===== src/rtl/cpu_types_pkg.sv =====
// Shared CPU types: machine word plus the instruction-cache frame, tag and FSM types.
package cpu_types_pkg;

   typedef logic [31:0] word_t;

   localparam int ICACHE_SETS  = 16;
   localparam int ICACHE_IDX_W = 4;

   typedef logic [25:0] icache_tag_t;

   typedef struct packed {
      logic        valid;
      icache_tag_t tag;
      word_t       data;
   } icache_frame_t;

   typedef enum logic {
      IDLE  = 1'b0,
      FETCH = 1'b1
   } icache_state_t;

endpackage


===== src/rtl/icache_frame_array.sv =====
// Frame storage for the direct-mapped icache: combinational read, synchronous fill write,
// single-cycle flush of every valid bit, asynchronous reset of the valid bits only.
module icache_frame_array
   import cpu_types_pkg::*;
#(
   parameter int SETS  = ICACHE_SETS,
   parameter int IDX_W = ICACHE_IDX_W
) (
   input  logic             CLK,
   input  logic             RST,
   input  logic [IDX_W-1:0] ridx,
   output icache_frame_t    rframe,
   input  logic             we,
   input  logic [IDX_W-1:0] widx,
   input  icache_tag_t      wtag,
   input  word_t            wdata,
   input  logic             flush
);

   logic [SETS-1:0] valid;
   icache_tag_t     tags [SETS];
   word_t           data [SETS];

   // Flush beats a same-cycle fill so the filled frame stays invalid.
   always_ff @(posedge CLK or posedge RST) begin
      if (RST) begin
         valid <= '0;
      end else if (flush) begin
         valid <= '0;
      end else if (we) begin
         valid[widx] <= 1'b1;
      end
   end

   always_ff @(posedge CLK) begin
      if (we) begin
         tags[widx] <= wtag;
         data[widx] <= wdata;
      end
   end

   always_comb begin
      rframe       = '0;
      rframe.valid = valid[ridx];
      rframe.tag   = tags[ridx];
      rframe.data  = data[ridx];
   end

endmodule


===== src/rtl/icache_direct.sv =====
// Direct-mapped read-only instruction cache: zero-latency hits, single outstanding fill via
// an IDLE/FETCH FSM, full flush, and hit/miss counters.
module icache_direct
   import cpu_types_pkg::*;
#(
   parameter int SETS  = ICACHE_SETS,
   parameter int IDX_W = ICACHE_IDX_W
) (
   input  logic          CLK,
   input  logic          RST,
   input  logic          imemREN,
   input  logic [31:0]   imemaddr,
   output logic          ihit,
   output logic [31:0]   imemload,
   output logic          iREN,
   output logic [31:0]   iaddr,
   input  logic          iwait,
   input  logic [31:0]   iload,
   input  logic          flush,
   output logic [31:0]   hit_count,
   output logic [31:0]   miss_count,
   output icache_state_t dbg_state
);

   // Memory handshake: iREN stays high from the cycle after the miss until the cycle where
   // iwait is low; iload is captured in that cycle. iREN/iaddr come only from registers.

   icache_state_t    state;
   word_t            miss_addr;
   logic [IDX_W-1:0] req_idx;
   logic [IDX_W-1:0] fill_idx;
   icache_tag_t      req_tag;
   icache_tag_t      fill_tag;
   icache_frame_t    rframe;
   logic             lookup;
   logic             hit;
   logic             miss;
   logic             fill_done;

   assign req_idx  = imemaddr[IDX_W+1:2];
   assign req_tag  = icache_tag_t'(imemaddr >> (IDX_W + 2));
   assign fill_idx = miss_addr[IDX_W+1:2];
   assign fill_tag = icache_tag_t'(miss_addr >> (IDX_W + 2));

   // A flush cycle neither reports a hit nor starts a miss.
   assign lookup    = (state == IDLE) && imemREN && !flush;
   assign hit       = lookup && rframe.valid && (rframe.tag == req_tag);
   assign miss      = lookup && !hit;
   assign fill_done = (state == FETCH) && !iwait;

   assign ihit      = hit;
   assign imemload  = hit ? rframe.data : '0;
   assign dbg_state = state;

   icache_frame_array #(
      .SETS  (SETS),
      .IDX_W (IDX_W)
   ) u_frames (
      .CLK    (CLK),
      .RST    (RST),
      .ridx   (req_idx),
      .rframe (rframe),
      .we     (fill_done),
      .widx   (fill_idx),
      .wtag   (fill_tag),
      .wdata  (iload),
      .flush  (flush)
   );

   always_ff @(posedge CLK or posedge RST) begin
      if (RST) begin
         state     <= IDLE;
         miss_addr <= '0;
         iREN      <= 1'b0;
         iaddr     <= '0;
      end else begin
         case (state)
            IDLE: begin
               if (miss) begin
                  state     <= FETCH;
                  miss_addr <= imemaddr & ~32'd3;
                  iREN      <= 1'b1;
                  iaddr     <= imemaddr & ~32'd3;
               end
            end
            FETCH: begin
               // The fill always runs to completion, even after a redirect.
               if (!iwait) begin
                  state <= IDLE;
                  iREN  <= 1'b0;
                  iaddr <= '0;
               end
            end
            default: begin
               state <= IDLE;
               iREN  <= 1'b0;
               iaddr <= '0;
            end
         endcase
      end
   end

   always_ff @(posedge CLK or posedge RST) begin
      if (RST) begin
         hit_count  <= '0;
         miss_count <= '0;
      end else begin
         if (hit) begin
            hit_count <= hit_count + 32'd1;
         end
         if (miss) begin
            miss_count <= miss_count + 32'd1;
         end
      end
   end

endmodule


===== config.mk =====
export PLATFORM = sky130hd
export DESIGN_NAME = icache_direct
export DESIGN_NICKNAME = d
export VERILOG_FILES = /design/src/rtl/cpu_types_pkg.sv /design/src/rtl/icache_frame_array.sv /design/src/rtl/icache_direct.sv
export SDC_FILE = /design/constraint.sdc
export NUM_CORES = 1
export LEC_CHECK = 0
export BUFFER_PORTS_ARGS = -buffer_cell sky130_fd_sc_hd__buf_2
export CAP_MARGIN = 10
export CORE_AREA = 5 5 293 295
export DETAILED_ROUTE_END_ITERATION = 8
export DIE_AREA = 0 0 298 300
export GPL_ROUTABILITY_DRIVEN = 0
export GPL_TIMING_DRIVEN = 0
export PLACE_DENSITY_LB_ADDON = 0.08
export SYNTH_ARGS = -nofsm -noshare
export SYNTH_HDL_FRONTEND = slang
export SYNTH_HIERARCHICAL = 1
export SYNTH_SLANG_ARGS = --single-unit

===== constraint.sdc =====
create_clock -name CLK -period 7.06 [get_ports CLK]
set_input_delay 1.059 -clock CLK [delete_from_list [all_inputs] [get_ports CLK]]
set_output_delay 1.059 -clock CLK [all_outputs]
set_load 0.1 [all_outputs]

; ---- Word-level counts from Yosys, hierarchy flattened
; Memories as Yosys holds them, arrays and structs flattened.
; Index checks and enable logic that the tools add are counted.
[word_totals]
ff_bits = 144
mem_bits_rw = 928
output_inout_bits = 131
memories = 2
[op_classes]
addsub = 2
order_cmp = 3
n_eq_ne = 3
muxes = 18
n_bitwise = 2
n_reduce_logical = 13
[mem_list]
columns = memory, depth, word_bits, rd, rd_ports_with_merged_regs, wr, line
row1 = u_frames.data, 16, 32, 1, 0, 1, icache_frame_array.sv:22  ; word_t data [SETS];
row2 = u_frames.tags, 16, 26, 1, 0, 1, icache_frame_array.sv:21  ; icache_tag_t tags [SETS];
[ops]
columns = op, count
row1 = two-way mux 32 bit, 3
row2 = adder 32 x 1 -> 32 bit (second input constant), 2
row3 = case mux 32 bit (2 select lines), 1
row4 = two-way mux 16 bit, 2
row5 = equality test 26 bit, 1
row6 = bitwise OR 16 bit, 1
row7 = less-than comparator 4 x 5 -> 1 bit (second input constant), 2
row8 = two-way mux 1 bit, 8
row9 = logical AND 1 bit, 7
row10 = binary-select mux 1 bit (select 4 bit), 1
row11 = demux 1 bit (select 4 bit), 1
row12 = >= comparator 4 x 1 -> 1 bit (second input constant), 1
row13 = inequality test 2 bit (second input constant), 2
row14 = case mux 1 bit (2 select lines), 2
row15 = AND reduction 2 bit, 2
row16 = logical NOT 1 bit, 3
row17 = nonzero test 2 bit, 1
row18 = NOT 1 bit, 1

; ---- Logic depth before layout (Yosys ltp)
[depth]
word_depth = 9
ltp_mapped = 14
mapped_depth_nobuf = 10

; ---- Modules after synthesis
; Netlist, hierarchy kept.
[by_module_without_submodules]
columns = mod, n_inst, cells_each, area_each_um2, seq_area_each_um2
row1 = icache_frame_array, 1, 1507, 35410.2, 28267.1
row2 = icache_direct, 1, 477, 5710.5, 3153.0

; ---- Least setup slack after synthesis
; Ideal clock, no wire load.
[synth_path]
kind = register -> register
start = reg state (netlist: dbg_state)
end = mem u_frames/data[0][0] (netlist name) (enable)
arrival_ps = 5869
t_required_ps = 6515
slack_ps = 646
path_stages_with_launch = 4
synth_period_minus_slack_ps = 6414
path_cell_list = dfrtp_1 > nor2b_1 > or3b_2 > nor3_1
[synth_between]
elab_chain_cells = 3
[synth_rtl]
columns = element, line
row1 = start: declaration, icache_direct.sv:28  ; icache_state_t state;
row2 = start signal: assignment, icache_direct.sv:72  ; state <= IDLE;
row3 = start signal: assignment, icache_direct.sv:80  ; state <= FETCH;
row4 = start signal: assignment, icache_direct.sv:89  ; state <= IDLE;
row5 = logical AND 1 bit, icache_direct.sv:49  ; assign fill_done = (state == FETCH) && !iwait;
row6 = via fill_done, icache_direct.sv:38  ; logic fill_done;
row7 = two-way mux 1 bit, icache_frame_array.sv:36  ; if (we) begin
row8 = two-way mux 1 bit (implied by the code), icache_frame_array.sv:38  ; data[widx] <= wdata;
row9 = end: declaration, icache_frame_array.sv:22
; The timed path passes the listed nets, and every way through them passes these cells.

==> load_flow_metrics.sql <==
INSERT INTO impl_metrics (metric_group, metric, value, unit) VALUES
('cts', 'clock_tree_buf_depth', '3', ''),
('logic_synthesis', 'yosys.area.top_type_share', '67.8', '%'),
('sta', 'setup_tns', '0', 'ns'),
('logic_synthesis', 'seq_area_frac_synth', '76.4', '%'),
('power', 'power.ir.vdd_worst', '0.224', 'mV'),
('route', 'routed_via_density', '6.07', ''),
('route', 'dr.pass1.iters', '7', ''),
('global_route', 'number_of_global_route_vias_before_repair', '21900', ''),
('sta', 'timing_hold_violations_final', '0', ''),
('route', 'residual_drc', '0', ''),
('finish', 'num-nets-final', '2437', ''),
('power', 'pwr_density_cell', '298', 'mW/mm²'),
('route', 'wl_per_cell', '29.7', 'µm'),
('route', 'drtAntennaViolNets', '0', ''),
('placed_design', 'hpwlAfterDp', '69000', 'µm'),
('placed_design', 'numPlacedInstances', '3330', ''),
('logic_synthesis', 'synth-seq-cells', '1070', ''),
('finish', 'layout-drive-gt1-share', '31.6', '%'),
('status', 'run_status', 'finished clean', ''),
('placed_design', 'preCtsSetupSlack', '-0.347', 'ns'),
('floorplanning', 'floorplan.die.width', '298', 'µm'),
('sta', 'fmax', '0.145', 'GHz'),
('cts', 'cts_hold_buffers', '0', ''),
('cts', 'ctsRootBufferMaster', 'sky130_fd_sc_hd__clkbuf_16', ''),
('cts', 'cts_inserted_buffers', '111', ''),
('sta', 'finalMaxSlewViolations', '0', ''),
('setup_path', 'critical-path-top-cell-by-count', 'sky130_fd_sc_hd__buf_2', ''),
('global_route', 'globalRouteTotalUtil', '23.5', '%'),
('sta', 'fin_crit', '6.88', 'ns'),
('placed_design', 'placedInstanceArea', '0.0449', 'mm²'),
('sta', 'setup_slack', '0.183', 'ns'),
('floorplanning', 'row_count', '106', ''),
('setup_path', 'critical_path.max_stage_delay', '0.51', 'ns'),
('logic_synthesis', 'netlist_instances', '1984', ''),
('job', 'drv.max_cap_violation_count', '0', ''),
('logic_synthesis', 'synthDominantAreaCellType', 'sky130_fd_sc_hd__edfxtp_1', ''),
('power', 'static-leakage-power', '17.0', 'nW'),
('setup_path', 'critical_path.cell_chain', 'buf_2, buf_2, buf_2, buf_2, mux4_2, a22oi_1, nand2_1, xnor2_1, nand4_1, nor3_4, buf_6, clkbuf_1, and3_1, buf_2', ''),
('logic_synthesis', 'post_synth_instance_area', '0.0411', 'mm²'),
('global_route', 'grt_antenna_before_repair', '5', ''),
('logic_synthesis', 'synth.yosys.warnings', '6', ''),
('finish', 'finish.cell_count_without_fillers', '3543', ''),
('global_route', 'grt.overflow.total', '0', ''),
('setup_path', 'critPathCaptureType', 'output pin', ''),
('logic_synthesis', 'synthTopCellsByArea', 'sky130_fd_sc_hd__edfxtp_1 (68%), sky130_fd_sc_hd__mux4_2 (13%), sky130_fd_sc_hd__dfrtp_1 (8.6%)', ''),
('placed_design', 'place.port_buffers', '195', ''),
('sta', 'worst_slew_pin_slew', '1.11', 'ns'),
('setup_path', 'critPathKind', 'in2out', ''),
('setup_path', 'critPathArrivalTime', '5.82', 'ns'),
('floorplanning', 'die_y', '300', 'µm'),
('route', 'iteration_0_drc_count_of_the_detailed_router', '2080', ''),
('sta', 'report.final.setup_viol', '0', ''),
('global_route', 'grt_first_pass_wirelength', '153000', 'µm'),
('sta', 'fin_worst_hold_slack', '0.463', 'ns'),
('logic_synthesis', 'syn_area_per_cell', '20.7', 'µm²'),
('sta', 'clock_skew', '0.0277', 'ns'),
('finish', 'area_growth_synth_to_finish', '18.5', '%'),
('cts', 'clock_sinks', '1070', ''),
('setup_path', 'critical_path_required', '6.00', 'ns'),
('setup_path', 'rr_worst_depth', '11', ''),
('logic_synthesis', 'synth_cell_type_count', '44', ''),
('sta', 'rsz0062_at_grt', 'false', ''),
('cts', 'cts_max_level', '3', ''),
('route', 'detail_route.wirelength', '105000', 'µm'),
('setup_path', 'crit_slowest_cell', 'sky130_fd_sc_hd__nor3_4', ''),
('worst_hold_path', 'min_path_type', 'reg2reg', ''),
('setup_path', 'critical_path_peak_fanout', '10', ''),
('worst_hold_path', 'hold-path-cell-count', '1', ''),
('sta', 'final.period_utilization', '97.4', '%'),
('floorplanning', 'die_area', '0.0894', 'mm²'),
('route', 'number_of_vias_after_detailed_routing', '21500', ''),
('cts', 'clk_latency', '0.68', 'ns'),
('cts', 'clock_tree_from_tritoncts', 'built', ''),
('setup_path', 'worst_setup_path_start_kind', 'primary input', ''),
('floorplanning', 'start_util', '49.6', '%'),
('finish', 'final_cell_area', '0.0487', 'mm²'),
('floorplanning', 'coreArea', '0.0829', 'mm²'),
('sta', 'slew-limit-headroom', '26.2', '%'),
('global_route', 'grt_max_degree', '70', ''),
('floorplanning', 'io-pin-count', '200', ''),
('cts', 'clk_transition_reported_paths', '0.06', 'ns');
==> path summary, 6_finish.rpt <==
path / from / end / slack (ns)
hold / removal: hit_count[31]$_DFFE_PP0N_ / hit_count[31]$_DFFE_PP0N_ / 0.46
max in group asynchronous: RST / iaddr[7]$_DFFE_PP0P_ / 5.78
setup reg to reg: u_frames/tags[11][9]$_DFFE_PP_ / miss_count[14]$_DFFE_PP0P_ / 3.09
min in group asynchronous: RST / hit_count[26]$_DFFE_PP0N_ / 0.49
hold reg to reg: hit_count[31]$_DFFE_PP0N_ / hit_count[31]$_DFFE_PP0N_ / 0.46
setup / recovery: imemaddr[3] / imemload[1] / 0.18
==> synth_stat cells, drive strengths merged <==
cell type and number:
nand2 85, a22oi 118, nor4b 1, nand3 25
o22ai 1, conb 1, nor3 12, nor2b 5
and3b 2, edfxtp 928, nor3b 2, inv 8
a21oi 13, mux2 32, clkbuf 57, a22o 30
a21o 1, nand2b 2, nand4b 1, ha 2
dfrtp 142, or4 1, or3 4, and2 4
xnor2 77, buf 51, or4b 1, xor2 11
nand4 24, a31oi 4, nor4 3, nor2 35
nand3b 2, and4 8, and3 54, or3b 1
mux4 236
==> registers in the layout (all words and copies together) (netlist names) <==
name	flops
miss_addr	30
u_frames/valid	16
u_frames/tags	416
u_frames/data	512
hit_count	32
miss_count	32
iREN	1
iaddr	30
dbg_state	1
==> layout make-up <==
cell class	instances	area (µm²)
Tap cell	1080	1350
Multi-Input combinational cell	799	9290
Buffer	108	505
Clock inverter	63	656
Clock buffer	146	3160
Sequential cell	1070	31400
Timing Repair Buffer	268	2300
Inverter	8	35.0
Antenna cell	1	2.50
Fill cell	6098	34200
==> worst max-delay path: cells and delay by family <==
family	cells	cell delay, ns
simple gates	4	1.31
buf+inv	7	2.55
xor+xnor	1	0.30
mux	1	0.38
compound gates	1	0.18
==> timing repair <==
| item | in CTS | in global routing |
|---|---|---|
| setup buffers | 3 | 0 |
| endpoints found under the setup margin | 31 | 0 |
| resized for setup | 3 | 0 |
==> logic make-up after synthesis <==
kind of cell / after synthesis / share of synthesized area (%)
mux: 268 / 13.8
xor+xnor: 88 / 1.87
fa+ha+maj: 2 / 0.0608
other cells: 1 / 0.00912
compound gates: 167 / 3.05
simple gates: 272 / 3.50
flops: 1070 / 76.4
buf+inv: 116 / 1.30
==> power breakdown <==
group | leakage (nW) | switching [mW] | total (mW) | internal [mW]
Sequential | 10.2 | 0.201 | 7.39 | 7.18
Combinational | 4.91 | 0.822 | 1.17 | 0.345
Clock | 1.88 | 2.40 | 5.98 | 3.59
==> routing by layer <==
layer,part of all wire [%],track usage [%]
met5,0.052,0
met4,2.2,5.55
met3,6.9,3.91
met2,49,38.0
met1,42,34.1
==> placed cells by master, fill, tap and decap left out, drive strengths merged, types with 5 or more instances in the layout <==
cell / synthesis / layout
a21oi: 13 / 13
a22o: 30 / 30
a22oi: 118 / 118
and3: 54 / 54
and4: 8 / 8
buf: 51 / 319
bufinv: 0 / 12
clkbuf: 57 / 203
clkinv: 0 / 45
dfrtp: 142 / 142
edfxtp: 928 / 928
inv: 8 / 12
mux2: 32 / 32
mux4: 236 / 236
nand2: 85 / 85
nand3: 25 / 25
nand4: 24 / 24
nor2: 35 / 35
nor2b: 5 / 5
nor3: 12 / 12
xnor2: 77 / 77
xor2: 11 / 11
==> per-stage QoR <==
| stage | util, % | power [mW] |
|---|---|---|
| 6_report | 58.8 | 14.5 |
| 5_1_grt | 58.8 | 15.0 |
| 4_1_cts | 58.8 | 14.7 |
| 3_5_place_dp | 54.1 | 8.69 |
| 3_3_place_gp | 52.4 | 8.62 |
| 2_1_floorplan | - | 8.24 |
Note: power is estimated with default switching activity, not from simulation.
